<file path="config.mk">
export PLATFORM = sky130hd
export DESIGN_NAME = ascii_code_streamer
export DESIGN_NICKNAME = d
export VERILOG_FILES = /design/src/rtl/ascii_code_streamer.sv
export SDC_FILE = /design/constraint.sdc
export NUM_CORES = 1
export LEC_CHECK = 0
export CAP_MARGIN = 0
export CELL_PAD_IN_SITES_DETAIL_PLACEMENT = 1
export CELL_PAD_IN_SITES_GLOBAL_PLACEMENT = 2
export CORE_ASPECT_RATIO = 1.2
export CORE_MARGIN = 5
export CORE_UTILIZATION = 29
export DETAILED_ROUTE_END_ITERATION = 7
export GPL_TIMING_DRIVEN = 1
export PLACE_DENSITY_LB_ADDON = 0.12
export SLEW_MARGIN = 20
export SYNTH_ARGS = -nofsm -noshare
export SYNTH_HDL_FRONTEND = slang
export SYNTH_SLANG_ARGS = --single-unit
</file>
<file path="constraint.sdc">
create_clock -name clk -period 5 [get_ports clk]
set_clock_uncertainty 0.2 [all_clocks]
set_input_delay 1.5 -clock clk [delete_from_list [all_inputs] [get_ports clk]]
set_output_delay 1.5 -clock clk [all_outputs]
set_load 0.1 [all_outputs]
</file>
<file path="src/rtl/ascii_code_streamer.sv">
// Accepts one packed ASCII string, maps each byte to a 6-bit symbol code and streams one code per beat.
// Optional build macro ASCII_SKIP_NUL_EN: NUL bytes are dropped instead of being emitted as 8'h3F.
module ascii_code_streamer #(
  parameter int STR_LEN = 4,
  parameter int IDX_W   = (STR_LEN > 1) ? $clog2(STR_LEN) : 1
) (
  input  logic                 clk,
  input  logic                 rst,
  input  logic [8*STR_LEN-1:0] str_in,
  input  logic                 str_valid,
  output logic                 str_ready,
  output logic [7:0]           code_out,
  output logic                 code_valid,
  input  logic                 code_ready,
  output logic                 code_last,
  output logic [IDX_W-1:0]     code_index,
  output logic                 invalid_char,
  output logic                 done
);

  typedef enum logic {
    IDLE,
    STREAM
  } state_t;

  localparam logic [7:0] CODE_BAD = 8'h3F;

  state_t               state_p0, state_n;
  logic [8*STR_LEN-1:0] str_buf_p0;
  logic [IDX_W-1:0]     idx_p0;
  logic                 sticky_p0;
  logic                 done_p0;

  logic [IDX_W-1:0]     cur_pos;
  logic [7:0]           cur_char;
  logic [7:0]           cur_code;
  logic                 beat_avail;
  logic                 beat_last;
  logic                 capture;
  logic                 xfer;
  logic                 finish;

  // Case-folded letters, digits, space and period; everything else is the invalid marker.
  function automatic logic [7:0] map_char(input logic [7:0] c);
    logic [7:0] code;
    code = CODE_BAD;
    if (c >= 8'h41 && c <= 8'h5A) begin
      code = c - 8'h40;
    end else if (c >= 8'h61 && c <= 8'h7A) begin
      code = c - 8'h60;
    end else if (c >= 8'h30 && c <= 8'h39) begin
      code = c - 8'h15;
    end else if (c == 8'h20) begin
      code = 8'h00;
    end else if (c == 8'h2E) begin
      code = 8'h25;
    end
    return code;
  endfunction

  // Stage p0 -> beat selection: idx_p0 is the lowest position still eligible for emission.
  always_comb begin
    cur_pos    = idx_p0;
    cur_char   = 8'h00;
    beat_avail = 1'b1;
    beat_last  = (idx_p0 == IDX_W'(STR_LEN - 1));
`ifdef ASCII_SKIP_NUL_EN
    beat_avail = 1'b0;
    beat_last  = 1'b1;
    for (int i = STR_LEN - 1; i >= 0; i--) begin
      if (IDX_W'(i) >= idx_p0 && str_buf_p0[8*i +: 8] != 8'h00) begin
        cur_pos    = IDX_W'(i);
        beat_avail = 1'b1;
      end
    end
    for (int i = 0; i < STR_LEN; i++) begin
      if (IDX_W'(i) > cur_pos && str_buf_p0[8*i +: 8] != 8'h00) begin
        beat_last = 1'b0;
      end
    end
`endif
    for (int i = 0; i < STR_LEN; i++) begin
      if (IDX_W'(i) == cur_pos) begin
        cur_char = str_buf_p0[8*i +: 8];
      end
    end
    cur_code = map_char(cur_char);
  end

  always_comb begin
    state_n    = state_p0;
    str_ready  = 1'b0;
    code_valid = 1'b0;
    capture    = 1'b0;
    xfer       = 1'b0;
    finish     = 1'b0;
    case (state_p0)
      IDLE: begin
        str_ready = 1'b1;
        if (str_valid) begin
          capture = 1'b1;
          state_n = STREAM;
        end
      end
      STREAM: begin
        if (beat_avail) begin
          code_valid = 1'b1;
          if (code_ready) begin
            xfer = 1'b1;
            if (beat_last) begin
              finish  = 1'b1;
              state_n = IDLE;
            end
          end
        end else begin
          // Nothing left to emit (only reachable when NULs are skipped).
          finish  = 1'b1;
          state_n = IDLE;
        end
      end
      default: state_n = IDLE;
    endcase
  end

  always_ff @(posedge clk or posedge rst) begin
    if (rst) begin
      state_p0   <= IDLE;
      str_buf_p0 <= '0;
      idx_p0     <= '0;
      sticky_p0  <= 1'b0;
      done_p0    <= 1'b0;
    end else begin
      state_p0 <= state_n;
      done_p0  <= finish;
      if (capture) begin
        str_buf_p0 <= str_in;
        idx_p0     <= '0;
        sticky_p0  <= 1'b0;
      end else begin
        if (xfer && !beat_last) begin
          idx_p0 <= cur_pos + IDX_W'(1);
        end
        if (code_valid && cur_code == CODE_BAD) begin
          sticky_p0 <= 1'b1;
        end
      end
    end
  end

  // Outputs are quiet (zero) whenever no beat is presented.
  assign code_out     = code_valid ? cur_code : 8'h00;
  assign code_index   = code_valid ? cur_pos : '0;
  assign code_last    = code_valid && beat_last;
  assign invalid_char = sticky_p0 || (code_valid && cur_code == CODE_BAD);
  assign done         = done_p0;

endmodule
</file>
==> metrics.md <==
| Metric | Value |
|---|---|
| Number of flops mapped to enable cells by yosys | `0` |
| Top FF cell, synth | `dfrtp_1` |
| Max FO, Critical Path | `9` |
| Routability Congestion | `0.8870` |
| Final WL | `8727 um` |
| Synthesized cell area | `2655 sq um` |
| Asr flop ratio synth | `100.0%` |
| Reg-to-reg startpoint | `cur_pos[1]` |
| Global-route wire length before repair | `13,940 um` |
| Core box area | `8986 sq um` |
| # DRC | `0` |
| Die X | `97.35 um` |
| Number of DRC markers in iteration 0 | `76` |
| Layout cells sized above 1 | `51.97%` |
| CTS H-Tree Depth | `2` |
| Vias in the first global route | `2,808` |
| Layout area overhead | `65.17%` |
| GR Util All Layers | `15.36%` |
| Layout Utilization | `48.80%` |
| Via density | `5.110` |
| Final Max Slew Viols | `0` |
| Drt wl/cell | `17.42 um` |
| Synth Instances | `266` |
| Clock-pin transition on the worst setup and hold timing paths | `0.08 ns` |
| Place WS | `-0.1220 ns` |
| Port-buffer cells | `50` |
| Die Area | `11,180 sq um` |
| CP Class | `register to primary output` |
| Hold_buf cts | `0` |
| Total CTS buffers | `5` |
| Final setup violation count | `8` |
| Max Freq | `0.1899 GHz` |
| Final Hold Vio Count | `0` |
| Fillers | `972` |
| Clock Path Buffers | `2` |
| Largest net degree at the start of global routing | `37` |
| Synth warn | `0` |
| CP endpoint kind | `primary output` |
| Rel. slew slack | `35.56%` |
| Critical path required time | `3.30 ns` |
| Mapped Avg Cell Area | `9.981 sq um` |
| Worst path arrival time | `3.57 ns` |
| Max Cap Viol | `0` |
| Worst setup endpoint | `invalid_char` |
| Reg-to-reg critical path endpoint | `sticky_p0` |
| Min Hold Slack | `0.3112 ns` |
| Worst R2R Path Depth | `14` |
| CTS tree | `done` |
| Violated checks | `setup timing` |
| Row cnt | `38` |
| Antenna diodes | `0` |
| Vias | `2,560` |
| Final setup margin | `-0.2669 ns` |
| Reg-to-reg slack, setup | `1.45 ns` |
| Nets | `431` |
| Yosys cell types | `66` |
| # placed instances | `474` |
| Antenna viol nets, final | `0` |
| # clock sinks | `37` |
| Crit path launch | `cur_pos[1]` |
| Post-route insts no fill | `501` |
| Seq/Total Area, Yosys | `34.87%` |
| Initial antenna violation count | `0` |
| Gr ovfl total | `0` |
| Dpl hpwl | `6626 um` |
| Worst setup SP type | `register` |
| RSZ-0062 raised after global routing | `yes` |
| Worst-Margin Slew | `0.9636 ns` |
| I/O Pins | `51` |
| Status | `finished with violations` |
| Die H | `114.8 um` |
| #FFs+latches synth | `37` |
| Fin crit share | `105.3%` |
| HP Class | `register to register` |
| Root Driver | `clkbuf_8` |
| Initial Utilization | `29.55%` |
| Syn Nets | `317` |
| Worst-Skew Late Latency | `0.29 ns` |
| Drt pass-1 iters | `4` |
| Fin crit period | `5.267 ns` |
## cells in the final DEF, fill, tap and decap left out, drive strengths merged, types with 2 or more instances in the layout
master	count
a211o	5
nand4	2
nor3b	6
nor2	16
nand3	8
a2111o	2
a211oi	9
and3	4
o22ai	2
nand2	18
mux2	29
ha	15
a31oi	3
xnor2	2
mux2i	2
clkbuf	5
nor2b	7
bufinv	2
o311ai	2
a221o	2
inv	16
dfrtp	37
clkdlybuf4s50	37
nand2b	2
a21oi	15
or3	2
a21o	2
nand3b	6
and4	2
buf	85
o21ai	10
o211ai	2
## synthesized netlist by cell type (2+ instances only)
cell / n / area, sq um
nand3_1: 8 / 40.04
a211o_1: 4 / 35.03
nand3b_1: 6 / 45.04
nor2_1: 16 / 60.06
a31oi_1: 2 / 12.51
o22ai_1: 2 / 12.51
nor3b_1: 4 / 30.03
clkbuf_1: 7 / 26.28
a211oi_2: 2 / 25.02
o21ai_0: 9 / 45.04
inv_1: 15 / 56.30
nor3b_2: 2 / 25.02
a21oi_1: 14 / 70.07
or3_1: 2 / 12.51
mux2_2: 29 / 326.6
dfrtp_1: 37 / 925.9
o211ai_1: 2 / 15.01
nand2_1: 18 / 67.56
nand4_1: 2 / 12.51
buf_4: 2 / 15.01
a21o_1: 2 / 15.01
a211oi_1: 6 / 45.04
nor2b_1: 6 / 37.54
buf_6: 3 / 33.78
and4_1: 2 / 17.52
nand2b_1: 2 / 12.51
ha_1: 15 / 187.7
buf_2: 3 / 15.01
mux2i_1: 2 / 20.02
a2111o_1: 2 / 22.52
and3_1: 4 / 25.02
xnor2_1: 2 / 17.52
## logic make-up after synthesis
group | synth area share (%)
and+or+nand+nor | 15.98
AOI/OAI and AO/OA | 22.24
DFF | 34.87
buffers and inverters | 6.126
muxes | 13.05
adders and majority gates | 7.069
xor gates and xnor gates | 0.6599
## metrics by stage
step	instance area, sq um	setup TNS, ns
global placement	3749	-0.06005
global route	4385	-2.457
CTS	4173	-0.9655
detailed placement	3749	-0.1659
floorplan	2715	-2.981
finish	4385	-0.8889
## worst min-delay path by stage
stage	endpoint	start	slack, ns	depth (start not counted)
after global placement	str_buf_p0[23]	str_buf_p0[23]	0.29	1
after detailed placement	str_buf_p0[6]	str_buf_p0[6]	0.30	1
after global routing	str_buf_p0[23]	str_buf_p0[23]	0.32	1
after CTS	str_buf_p0[23]	str_buf_p0[23]	0.31	1
final	str_buf_p0[23]	str_buf_p0[23]	0.31	1
after floorplan	str_buf_p0[23]	str_buf_p0[23]	0.27	1
## state kept, by name, indices dropped and copies added, names as in the netlist
name	flops
str_buf_p0	32
cur_pos	2
done	1
state_p0	1
sticky_p0	1
## area by class of cell
cell class / count / area [sq um] / share of cell area (%)
repair buffers: 122 / 1159 / 26.42
well taps: 120 / 150.1 / 3.424
clock inverters: 3 / 68.82 / 1.569
clock buffers: 5 / 68.82 / 1.569
multi-input cells: 198 / 1937 / 44.17
inverters: 16 / 75.07 / 1.712
flip-flops and latches: 37 / 927.1 / 21.14
## critical path, stage by stage (launching register included)
cell,delay [ns]
dfrtp_1,0.42
buf_4,0.16
ha_4,0.19
nor3b_2,0.16
a311o_2,0.41
clkinv_8,0.07
ha_4,0.11
nand3_2,0.07
o32a_1,0.31
buf_4,0.16
a2111o_1,0.40
a311oi_2,0.25
nor4_2,0.09
a41o_4,0.28
buf_12,0.17
## what timing repair did
| action | CTS | global route |
|---|---|---|
| resized for setup | 45 | 34 |
| pin swaps | 17 | 8 |
| gates cloned | 0 | 0 |
| endpoints found under the setup margin | 9 | 9 |
| buffers inserted | 10 | 9 |
## layer usage
| metal | global-route usage, % | routed length, um | up-vias |
|---|---|---|---|
| li1 | - | - | 1211 |
| met2 | 28.59 | 4701 | 50 |
| met5 | 0 | 0 | - |
| met1 | 18.26 | 3594 | 1281 |
| met4 | 5.448 | 237 | 0 |
| met3 | 1.942 | 194 | 18 |
Power is left out: the tool's default activity adds up to more than one toggle a clock period on the data nets, which glitch-free logic cannot reach.
